## config.mk

```make
export PLATFORM = sky130hd
export DESIGN_NAME = ex_mem_stage
export DESIGN_NICKNAME = d
export VERILOG_FILES = /design/src/rtl/ex_mem_stage.sv
export SDC_FILE = /design/constraint.sdc
export NUM_CORES = 1
export LEC_CHECK = 0
export BUFFER_PORTS_ARGS = -buffer_cell sky130_fd_sc_hd__buf_2
export CAP_MARGIN = 20
export CORE_ASPECT_RATIO = 0.7
export CORE_MARGIN = 5
export CORE_UTILIZATION = 45
export DETAILED_ROUTE_END_ITERATION = 8
export PLACE_DENSITY = 0.84
export SLEW_MARGIN = 10
export SYNTH_ARGS = -nofsm -noshare
export SYNTH_HDL_FRONTEND = slang
export SYNTH_SLANG_ARGS = --single-unit
```

## constraint.sdc

```tcl
create_clock -name clk -period 3.2 [get_ports clk]
set_input_delay 0.16 -clock clk [delete_from_list [all_inputs] [get_ports clk]]
set_output_delay 0.16 -clock clk [all_outputs]
set_load 0.01 [all_outputs]
```

## src/rtl/ex_mem_stage.sv

```systemverilog
// ---------------------------------------------------------------------------
// ex_mem_stage
//
// Execute-to-memory pipeline boundary. Evaluates the instruction's 4-bit
// condition field against the architectural status flags, owns those flags
// (updated from the ALU {N,Z,C,V} output), gates side effects on the
// condition result, and registers result/store data/control into MEM.
// A saturating counter records valid instructions squashed by a failed
// condition, for debug visibility.
//
// Ports:
//   clk, reset        clock (rising edge), synchronous active-high reset
//   stall             hold every register in this block
//   flush             replace the instruction in EX with a bubble
//   valid_e           EX holds a real instruction
//   cond_e            condition field
//   flag_w_e          [1] write N,Z   [0] write C,V
//   reg_w_e, mem_w_e, mem_to_reg_e, pc_src_e   EX control
//   alu_result_e      ALU result
//   alu_flags_e       ALU flags {N,Z,C,V}
//   write_data_e      store data
//   wa3_e             destination register
//   cond_ex_e         condition passed (combinational on cond_e/flags_q)
//   flags_q           architectural flags {N,Z,C,V}
//   valid_m, reg_w_m, mem_w_m, mem_to_reg_m, pc_src_m   MEM control
//   alu_result_m, write_data_m, wa3_m                   MEM data
//   squash_count      saturating count of condition-failed instructions
// ---------------------------------------------------------------------------
module ex_mem_stage #(
  parameter int RES_W = 30,
  parameter int REG_W = 19,
  parameter int RA_W  = 4,
  parameter int CNT_W = 16
) (
  input  logic             clk,
  input  logic             reset,
  input  logic             stall,
  input  logic             flush,
  input  logic             valid_e,
  input  logic [3:0]       cond_e,
  input  logic [1:0]       flag_w_e,
  input  logic             reg_w_e,
  input  logic             mem_w_e,
  input  logic             mem_to_reg_e,
  input  logic             pc_src_e,
  input  logic [RES_W-1:0] alu_result_e,
  input  logic [3:0]       alu_flags_e,
  input  logic [REG_W-1:0] write_data_e,
  input  logic [RA_W-1:0]  wa3_e,
  output logic             cond_ex_e,
  output logic [3:0]       flags_q,
  output logic             valid_m,
  output logic             reg_w_m,
  output logic             mem_w_m,
  output logic             mem_to_reg_m,
  output logic             pc_src_m,
  output logic [RES_W-1:0] alu_result_m,
  output logic [REG_W-1:0] write_data_m,
  output logic [RA_W-1:0]  wa3_m,
  output logic [CNT_W-1:0] squash_count
);

  localparam logic [CNT_W-1:0] CNT_MAX = {CNT_W{1'b1}};

  typedef enum logic [3:0] {
    C_EQ = 4'h0, C_NE = 4'h1, C_CS = 4'h2, C_CC = 4'h3,
    C_MI = 4'h4, C_PL = 4'h5, C_VS = 4'h6, C_VC = 4'h7,
    C_HI = 4'h8, C_LS = 4'h9, C_GE = 4'hA, C_LT = 4'hB,
    C_GT = 4'hC, C_LE = 4'hD, C_AL = 4'hE, C_NV = 4'hF
  } cond_t;

  logic flag_n, flag_z, flag_c, flag_v;
  logic exec;
  logic squash;
  logic cnt_sat;

  assign {flag_n, flag_z, flag_c, flag_v} = flags_q;

  // Condition check uses only the registered flags, so a flag-setting
  // instruction one slot ahead is already visible here without a bypass
  // from alu_flags_e.
  always_comb begin
    cond_ex_e = 1'b0;
    case (cond_t'(cond_e))
      C_EQ:    cond_ex_e = flag_z;
      C_NE:    cond_ex_e = ~flag_z;
      C_CS:    cond_ex_e = flag_c;
      C_CC:    cond_ex_e = ~flag_c;
      C_MI:    cond_ex_e = flag_n;
      C_PL:    cond_ex_e = ~flag_n;
      C_VS:    cond_ex_e = flag_v;
      C_VC:    cond_ex_e = ~flag_v;
      C_HI:    cond_ex_e = flag_c & ~flag_z;
      C_LS:    cond_ex_e = ~flag_c | flag_z;
      C_GE:    cond_ex_e = (flag_n == flag_v);
      C_LT:    cond_ex_e = (flag_n != flag_v);
      C_GT:    cond_ex_e = ~flag_z & (flag_n == flag_v);
      C_LE:    cond_ex_e = flag_z | (flag_n != flag_v);
      C_AL:    cond_ex_e = 1'b1;
      C_NV:    cond_ex_e = 1'b0;
      default: cond_ex_e = 1'b0;
    endcase
  end

  assign exec    = valid_e & cond_ex_e & ~flush;
  assign squash  = valid_e & ~cond_ex_e;
  assign cnt_sat = (squash_count == CNT_MAX);

  // MEM pipeline register. Data fields follow EX unconditionally; only the
  // control bits carry the side-effect gating.
  always_ff @(posedge clk) begin
    if (reset || flush) begin
      valid_m      <= 1'b0;
      reg_w_m      <= 1'b0;
      mem_w_m      <= 1'b0;
      mem_to_reg_m <= 1'b0;
      pc_src_m     <= 1'b0;
      alu_result_m <= '0;
      write_data_m <= '0;
      wa3_m        <= '0;
    end else if (!stall) begin
      valid_m      <= exec;
      reg_w_m      <= reg_w_e & exec;
      mem_w_m      <= mem_w_e & exec;
      mem_to_reg_m <= mem_to_reg_e & exec;
      pc_src_m     <= pc_src_e & exec;
      alu_result_m <= alu_result_e;
      write_data_m <= write_data_e;
      wa3_m        <= wa3_e;
    end
  end

  // Architectural flags: N,Z and C,V are independently write-enabled so
  // instructions that only define part of the flag set leave the rest alone.
  always_ff @(posedge clk) begin
    if (reset) begin
      flags_q <= 4'b0000;
    end else if (!flush && !stall) begin
      if (exec && flag_w_e[1]) flags_q[3:2] <= alu_flags_e[3:2];
      if (exec && flag_w_e[0]) flags_q[1:0] <= alu_flags_e[1:0];
    end
  end

  // Squash counter saturates so a long-running debug capture never reads
  // back a misleadingly small value after wrap.
  always_ff @(posedge clk) begin
    if (reset) begin
      squash_count <= '0;
    end else if (!flush && !stall && squash && !cnt_sat) begin
      squash_count <= squash_count + 1'b1;
    end
  end

endmodule

```

==> results of run 1 <==
## tightest hold or removal path: stages
cell and delay [ns]:
buf_2 0.07, mux2i_1 0.05, nor2_1 0.07
## final timing paths
check	endpoint	slack [ns]	cells past startpoint
setup / recovery	cond_ex_e	0.93	6
hold / removal	wa3_m[2]	0.04	3
setup reg to reg	squash_count[4]	0.96	7
hold reg to reg	reg_w_m	0.49	2
## sequential cells by signal, summed over array words and instances, names as in the netlist
signal / cells
squash_count: 16
flags_q: 4
mem_w_m: 1
reg_w_m: 1
valid_m: 1
write_data_m: 19
alu_result_m: 30
mem_to_reg_m: 1
wa3_m: 4
pc_src_m: 1
## stage by stage
stage	setup slack (ns)	cells	area [µm²]	utilization (%)	total power (µW)
6_report	0.926	571	4240	61.7	2040
3_5_place_dp	0.968	555	4020	58.4	1250
5_1_grt	0.785	571	4240	61.7	2130
3_3_place_gp	1.02	555	4020	58.4	1240
4_1_cts	0.903	571	4240	61.7	2060
2_1_floorplan	1.18	332	3250	-	1170
## area by class of cell
type / instances / area, µm² / share of cell area, %
clock inverters: 5 / 81.3 / 1.92
flip-flops and latches: 78 / 1560 / 36.8
well taps: 94 / 118 / 2.77
repair buffers: 153 / 773 / 18.2
clock buffers: 11 / 141 / 3.33
multi-input cells: 228 / 1560 / 36.8
inverters: 2 / 7.51 / 0.177
## kinds of logic after synthesis
logic type	Yosys count	share of synthesized area [%]
compound gates	37	8.04
xor+xnor	3	0.808
fa+ha+maj	1	0.385
buf+inv	26	3.93
flops	78	48.0
mux	62	19.4
simple gates	125	19.4
## routing by layer
metal	global-route usage (%)	routed length, µm	vias to the layer above	part of all wire, %
li1	-	-	1441	-
met1	19.2	3240	1363	39
met2	32.3	4030	112	48
met3	10.8	977	9	12
met4	4.13	85	0	1.0
met5	0	0	-	0
## power by group through the flow
| stage | combinational, µW | sequential, µW | clock (µW) |
|---|---|---|---|
| floorplan | 126 | 1040 | 0 |
| global placement | 211 | 1030 | 0 |
| detailed placement | 219 | 1030 | 0 |
| CTS | 219 | 1010 | 839 |
| global route | 238 | 1010 | 883 |
| finish | 216 | 1010 | 817 |
## cell usage in the layout (no fill, tap or decap), types with 6 or more instances in the layout
master      n
nand3_1     6
dfxtp_1    78
a21oi_1    13
or3_1       7
o31ai_1     6
nand2b_1   10
nand2_1     6
or4_1       6
nor2_1     65
mux2i_1    58
buf_2     150
clkbuf_8   10
nand4_1     7
==> impl_metrics.tcl, run 1 <==
set metrics [dict create \
    status "complete, no violations" \
    hpwl_um 6230 \
    clkSlewWorstSetupHoldPaths_ns 0.09 \
    swShare_pct 23.7 \
    seq_area_frac_synth_pct 48.0 \
    p_switching_uw 483 \
    ioPinCount 151 \
    fp.dieH_um 81.1 \
    power_frac_clock_pct 40.1 \
    ant_nets 0 \
    cp-startpoint "flags_q[2]" \
    netlist.area_leader.share_pct 48.0 \
    path_delay_family "buffers and inverters" \
    nFillCells 634 \
    finalSetupTns_ns 0 \
    ys.flop_type "dfxtp_1" \
    fp.coreArea_um2 6880 \
    synth_commonest_cells "78 x dfxtp_1, 65 x nor2_1, 58 x mux2i_1, 15 x clkbuf_1, 13 x a21oi_1" \
    postSynthAreaPerCell_um2 9.79 \
    period_needed_ns 2.27 \
    clkSinkCount 78 \
    cts_root_buf "clkbuf_8" \
    rsz0062_at_grt "no" \
    num_vias 2925 \
    worst-path-buf-inv 2 \
    via_per_inst 5.12 \
    max_cap_violations 0 \
    post_cts_resized 0 \
    syn_inst 332 \
    dieArea_um2 9050 \
    nets 545 \
    ys_async_sr_fraction_pct 0 \
    io_buffers 150 \
    cts_tree "yes" \
    drc_errors 0 \
    synth_seq_cells 78 \
    yosys-top-cells-area "dfxtp_1 48%, mux2i_1 18%, nor2_1 7.5%, a21oi_1 2.0%, nand2b_1 1.9%" \
    worstPathArrival_ns 2.11 \
    ys_types 39 \
    worstPathCellList "nor3_4 > a221o_2 > mux2i_2 > a2111oi_4 > buf_4 > buf_2" \
    holdBufCountCts 0 \
    initial_utilization_pct 47.2 \
    p_seq_share_pct 49.4 \
    first_pass_iters 4 \
    grt_pass1_wl_um 13400 \
    antenna_cells 0 \
    worst_pin_slew_ns 1.02 \
    cp.required_ns 3.04 \
    path_class "flop to primary output" \
    cts_setup_buffers 0 \
    cts_buffer_depth 2 \
    power_density_nw_per_um2 481 \
    cts_made_buffers 9 \
    p_int_uw 1560 \
    synth_edf_count 0 \
    place.gp.congestion 0.802 \
    leakage_uw 0.00205 \
    endpoint_kind "primary output" \
    drt_first_iter_violations 111 \
    area_growth_pct 30.6 \
    synth_most_common_cell "dfxtp_1" \
    critPathMaxStageDelay_ns 0.38 \
    pwr-share-comb_pct 10.6 \
    h-tree-depth 3 \
    post-route-period-util_pct 71.1 \
    clkLatencyLatePin_ns 0.34 \
    routedWlPerCell_um 14.6 \
    clock.fmax_mhz 440 \
    finClkSkew_ns 0.00364 \
    die_x_um 112 \
    rr_startpoint "flags_q[2]" \
    hold_class "input pin to flop" \
    grt_util_all_layers_pct 18.3 \
    synth_top_area_cell "dfxtp_1" \
    worstPathMaxFanout 37 \
    setup_viol_count_final 0 \
    grt_max_degree 59 \
    final_layout_size_suffix_gt1_share_pct 38.2 \
    min_from "wa3_e[2]" \
    finalWirelength_um 8330 \
    syn_nets 405 \
    whs_ns 0.0389 \
    slew_headroom_pct 31.8 \
    hold_violations 0 \
    vdd_drop_max_v 0.000276 \
    drv_slew 0 \
    row_count 25 \
    yosys_warnings 0 \
    synthesis.area_um2 3250 \
    worst_path_max_delay_cell "dfxtp_1" \
    critPathLaunchType "flop" \
    globalRouteOverflowTotal 0 \
    antenna_found_initial 0 \
    grt_pass1_vias 2908 \
]
Note: power is estimated with default switching activity, not from simulation.
==> run 2, diff against run 1 <==
Settings changed: ABC_AREA from default to 1, PLACE_DENSITY 0.84 to 0.83.
Clock period 3.2 ns to 2.3 ns, I/O delays scaled along.
==> run 2 against run 1 <==
- flip-flop and latch count unchanged
- final cell count rose by 31%
- first-iteration DRC count is 130% higher
- sequential power rose by 39%
- non-clock buffer count grew 37
- global-route usage increased by 2.9 points
- combinational power rose by 63%
- clock-buffer cell count fell by 1
- clock skew rose by 0.0019 ns
- sequential share of layout area shrank 4.3 points
- synthesized cell count up 40%
- worst hold slack got worse by 0.020 ns
- largest cell class is now multi-input gates
==> impl_metrics.tcl, run 2 <==
set metrics [dict create \
    syn_inst 466 \
    hold_class "input pin to flop" \
    r2r_end "squash_count[1]" \
    antenna_found_initial 1 \
    grt_util_all_layers_pct 21.2 \
    ant_nets 0 \
    clkSinkCount 78 \
    whs_ns 0.0185 \
    nFillCells 641 \
    hold_violations 0 \
    reg.largest.list "alu_result_m: 30 flops, write_data_m: 19 flops, squash_count: 16 flops" \
    worstPathMaxFanout 13 \
    register_area_um2 1560 \
    critPathLaunchType "flop" \
    synth_edf_count 0 \
    fp.dieH_um 82.9 \
    worstPathArrival_ns 1.75 \
    synthesis.area_um2 3420 \
    drc_errors 0 \
    dpl-instance-area_um2 4210 \
    nets 715 \
    io_buffers 150 \
    final_layout_size_suffix_gt1_share_pct 30.9 \
    hpwl_um 7200 \
    max_cap_violations 0 \
    period_needed_ns 1.86 \
    endpoint_kind "primary output" \
    rr_startpoint "squash_count[0]" \
    min_from "alu_result_e[29]" \
    largest_reg_flops 30 \
    finalWirelength_um 10500 \
    h-tree-depth 3 \
    cts_root_buf "clkbuf_8" \
    power_density_nw_per_um2 607 \
    area_growth_pct 40.5 \
    top_register "alu_result_m" \
    mostFrequentLayoutCells "184 x nand2_1, 150 x buf_2, 78 x dfxtp_1" \
    ys.flop_type "dfxtp_1" \
    setup_viol_count_final 0 \
    cts_buffer_depth 2 \
    yosys_warnings 0 \
    post_cts_resized 0 \
    vdd_drop_max_v 0.000440 \
    post-route-period-util_pct 80.9 \
    grt_max_degree 59 \
    ys_types 33 \
    num_vias 3736 \
    seq_area_frac_synth_pct 45.7 \
    ys_async_sr_fraction_pct 0 \
    r2r.worst_path.cells 9 \
    status "complete, no violations" \
    finClkSkew_ns 0.00556 \
    initial_utilization_pct 46.5 \
    die_x_um 114 \
    cp.required_ns 2.18 \
    synth_top_area_cell "dfxtp_1" \
    cts_tree "yes" \
    mostFrequentLayoutCell "nand2_1" \
    ioPinCount 151 \
    path_class "flop to primary output" \
    clock.fmax_mhz 537 \
    row_count 26 \
    yosys-top-cells-area "dfxtp_1 46%, nand2_1 20%, a21oi_1 9.4%, nand3_1 3.2%, a21oi_2 2.6%" \
    drt_first_iter_violations 260 \
    multi_input_area_um2 1640 \
    finalSetupTns_ns 0 \
    synth_commonest_cells "184 x nand2_1, 78 x dfxtp_1, 64 x a21oi_1, 22 x nand3_1, 20 x inv_1" \
    routedWlPerCell_um 14.0 \
    worst_pin_slew_ns 0.656 \
    leakage_uw 0.00223 \
    drv_slew 0 \
    first_pass_iters 5 \
    hold_depth 3 \
    final_cell_area_um2 4800 \
    r2r_setup_slack_ns 0.48 \
    fp.coreArea_um2 7350 \
    dieArea_um2 9470 \
    clkLatencyLatePin_ns 0.35 \
    cts_made_buffers 9 \
    grt_pass1_wl_um 16500 \
    globalRouteOverflowTotal 0 \
    synth_seq_cells 78 \
    whs_endpoint "alu_result_m[29]" \
    grt_pass1_vias 3459 \
    syn_nets 539 \
    via_per_inst 5.00 \
    clkSlewWorstSetupHoldPaths_ns 0.08 \
    postSynthAreaPerCell_um2 7.34 \
    synth_most_common_cell "nand2_1" \
    slew_headroom_pct 56.2 \
    rsz0062_at_grt "no" \
    place.gp.congestion 0.930 \
    netlist.area_leader.share_pct 45.7 \
]
-- run 2: cell types whose count changed after synthesis, moves of 16 or more --
cell     before  now
a21oi_1      13   64
inv_1         2   20
mux2i_1      58    0
nand2_1       6  184
nand3_1       6   22
nor2_1       65   18
-- run 2: area by class of cell --
type,instances,share of cell area (%)
inverters,25,1.95
well taps,98,2.55
flip-flops and latches,78,32.5
repair buffers,190,24.0
clock inverters,6,1.95
clock buffers,10,2.87
multi-input cells,338,34.0
diodes,2,0.104
-- run 2: critical path: stages, from the launching register on --
cell and delay (ns):
dfxtp_1 0.41, inv_2 0.08, nand2_1 0.09, nand2_1 0.07, nand3_1 0.07, nand2_1 0.05
nand2_1 0.07, nand3_2 0.09, nand2_4 0.09, nand3_4 0.17, buf_2 0.21
-- run 2: timing repair --
action | 4_1_cts | 5_1_grt
buffers inserted | 0 | 0
hold buffers | 28 | 8
endpoints found under the hold margin | 28 | 8
-- run 2: metrics by stage --
stage | setup WS, ns | instances | util (%) | total power, µW
3_5_place_dp | 0.507 | 693 | 57.2 | 1730
2_1_floorplan | 0.609 | 466 | - | 1610
3_3_place_gp | 0.606 | 693 | 57.2 | 1720
4_1_cts | 0.412 | 737 | 64.2 | 2940
6_report | 0.438 | 747 | 65.3 | 2910
5_1_grt | 0.243 | 746 | 65.3 | 3060
-- run 2: cells by family after synthesis --
group,share of synthesized area [%]
AOI/OAI and AO/OA,12.2
xor gates and xnor gates,3.33
adders and majority gates,0.366
buffers and inverters,6.48
DFF,45.7
and+or+nand+nor,31.9
-- run 2: how the worst max path moves through the flow --
stage                         start                to  slack [ns]  cells after the start
floorplan           squash_count[0]   squash_count[5]        0.61                     10
global placement    squash_count[0]  squash_count[10]        0.61                     10
detailed placement  squash_count[0]   squash_count[1]        0.51                      9
CTS                      flags_q[3]         cond_ex_e        0.41                     10
global route             flags_q[0]         cond_ex_e        0.24                      9
finish                   flags_q[3]         cond_ex_e        0.44                     10
-- run 2: power breakdown --
group / internal, µW / leakage [µW] / switching (µW)
clock: 648 / 0.000113 / 515
combinational: 157 / 0.00148 / 194
sequential: 1380 / 0.000633 / 18.5
total: 2190 / 0.00223 / 727
-- run 2: metal layers --
layer | GRT usage [%] | vias to the layer above | part of all wire [%]
met4 | 6.47 | 0 | 2.4
met3 | 6.18 | 22 | 6.1
met5 | 0 | - | 0
met2 | 37.3 | 141 | 50
met1 | 24.8 | 1731 | 41
li1 | - | 1842 | -
==> run 3, diff against run 2 <==
Settings changed: ABC_AREA 1 to 0, PLACE_DENSITY 0.83 to 0.84.
Clock period 2.3 ns to 1.75 ns, I/O delays scaled along.
==> run 3 against run 2 <==
- the run now ends with setup timing left
- critical path depth is 3 lower
- core utilization is 9.6 points higher
- wire length is 7.5% higher
- setup slack worse by 0.69 ns
- worst hold slack worse by 0.0018 ns
- global-route usage is 3.0 points higher
- sequential power is 31% higher
- clock-buffer cell count stayed put
- sequential share of layout area is 2.0 points lower
- combinational power is 78% higher
- register-to-register slack worse by 0.72 ns
- via count is 8.5% lower
- critical endpoint unchanged
- highest routed layer unchanged
==> impl_metrics.tcl, run 3 (synthesized netlist as in run 1, its figures left out) <==
set metrics [dict create \
    status "complete, but fails checks" \
    violations "setup timing" \
    critPathLaunchType "flop" \
    worstPathMaxFanout 5 \
    r2r_setup_slack_ns -0.24 \
    first_pass_iters 4 \
    row_count 25 \
    endpoint "cond_ex_e" \
    routedWlPerCell_um 17.3 \
    globalRouteOverflowTotal 0 \
    layout_setup_ws_ns -0.248 \
    h-tree-depth 3 \
    via_per_inst 5.23 \
    r2r_end "squash_count[4]" \
    post-route-period-util_pct 114 \
    area_growth_pct 58.7 \
    clkSlewWorstSetupHoldPaths_ns 0.08 \
    grt_pass1_vias 3586 \
    hpwl_um 6680 \
    grt_max_degree 59 \
    top_register "alu_result_m" \
    num_vias 3418 \
    clkLatencyLatePin_ns 0.34 \
    grt_util_all_layers_pct 24.2 \
    clkSinkCount 78 \
    drt_first_iter_violations 153 \
    p_int_uw 2820 \
    period_needed_ns 2.00 \
    hold_violations 0 \
    path_class "flop to primary output" \
    fp.coreArea_um2 6880 \
    finalWirelength_um 11300 \
    rr_startpoint "flags_q[0]" \
    worstPathArrival_ns 1.91 \
    clock.fmax_mhz 501 \
    p_switching_uw 985 \
    largest_reg_flops 30 \
    dpl-instance-area_um2 4200 \
    max_cap_violations 0 \
    die_x_um 112 \
    initial_utilization_pct 47.2 \
    min_from "alu_flags_e[1]" \
    cp-startpoint "flags_q[0]" \
    fp.dieH_um 81.1 \
    reg.largest.list "alu_result_m: 30 flops, write_data_m: 19 flops, squash_count: 16 flops" \
    slew_headroom_pct 29.0 \
    power_density_nw_per_um2 738 \
    ant_nets 0 \
    ioPinCount 151 \
    vdd_drop_max_v 0.000653 \
    cp.required_ns 1.66 \
    rsz0062_at_grt "yes" \
    setup_viol_count_final 26 \
    place.gp.congestion 0.806 \
    pre_cts_ws_ns -0.273 \
    utilization_pct 74.9 \
    power_frac_clock_pct 35.2 \
    cts_made_buffers 9 \
    hold_class "input pin to flop" \
    final_cell_area_um2 5160 \
    grt_pass1_wl_um 17500 \
    nets 627 \
    mostFrequentLayoutCell "buf_2" \
    finClkSkew_ns 0.00358 \
    swShare_pct 25.9 \
    antenna_found_initial 0 \
    pwr-share-comb_pct 16.5 \
    p_seq_share_pct 48.4 \
    drc_errors 0 \
    mostFrequentLayoutCells "149 x buf_2, 74 x dfxtp_1, 64 x nor2_1" \
    worst_pin_slew_ns 1.06 \
    r2r.worst_path.cells 8 \
    cts_root_buf "clkbuf_8" \
    final_layout_size_suffix_gt1_share_pct 41.5 \
    dieArea_um2 9050 \
    endpoint_kind "primary output" \
    cts_buffer_depth 2 \
    drv_slew 0 \
    cts_tree "yes" \
    antenna_cells 0 \
    leakage_uw 0.00245 \
    io_buffers 150 \
]
-- run 3: changes by cell type in the layout (fill, tap and decap cells not counted), sizes merged, moves of 7 or more --
cell and delta:
a21oi -61, buf +26, dlygate4sd3 +18, inv -22
mux2i +59, nand2 -181, nand2b +10, nand3 -19
nor2 +42, o21ai +7, or3 +7, xor2 -9
-- run 3: through the flow --
stage	hold slack (ns)	power (µW)	std cells	TNS, ns
2_1_floorplan	0.231	2130	332	-0.784
3_3_place_gp	0.315	2290	574	-1.30
3_5_place_dp	0.324	2310	574	-3.72
4_1_cts	0.000306	3800	651	-4.91
5_1_grt	0.0105	3970	653	-7.69
6_report	0.0167	3810	653	-4.68
-- run 3: repair_timing --
| action | CTS | global route |
|---|---|---|
| hold buffers | 54 | 0 |
| pin swaps | 27 | 2 |
| cloned | 1 | 0 |
| buffers inserted | 6 | 2 |
| hold endpoints to repair | 54 | 0 |
| endpoints found under the setup margin | 26 | 26 |
| gates resized for setup | 14 | 15 |
-- run 3: power by group through the flow --
stage                     Combinational (µW)  Sequential [µW]  Clock [µW]
after floorplan                          232             1900           0
final                                    627             1840        1340
after CTS                                595             1840        1370
after global routing                     670             1850        1460
after global placement                   416             1880           0
after detailed placement                 431             1880           0
-- run 3: how the worst min path moves through the flow --
stage,end,slack (ns),cells after the start
5_1_grt,flags_q[1],0.01,3
3_5_place_dp,write_data_m[1],0.32,3
4_1_cts,pc_src_m,0.0003,3
3_3_place_gp,wa3_m[0],0.32,3
2_1_floorplan,alu_result_m[0],0.23,2
6_report,flags_q[1],0.02,3
-- run 3: cell type report --
| class | count | area, µm² |
|---|---|---|
| clock inverter | 6 | 68.8 |
| timing repair buffer | 235 | 1580 |
| inverter | 2 | 7.51 |
| multi-input combinational | 228 | 1690 |
| sequential | 78 | 1570 |
| fill | 477 | 1720 |
| clock buffer | 10 | 128 |
| tap | 94 | 118 |
-- run 3: routing by layer --
layer  share of wire [%]  global-route usage [%]
met3                 9.3                    9.46
met5                   0                       0
met1                  37                    25.6
met4                 2.4                    9.60
met2                  52                    44.3
-- run 3: worst max-delay path, stage by stage (launching register included) --
cell and delay, ns:
dfxtp_2 0.34, mux2i_1 0.16, xnor2_1 0.17, a221oi_2 0.11
a2111oi_4 0.41, buf_12 0.17, buf_8 0.11, buf_6 0.10
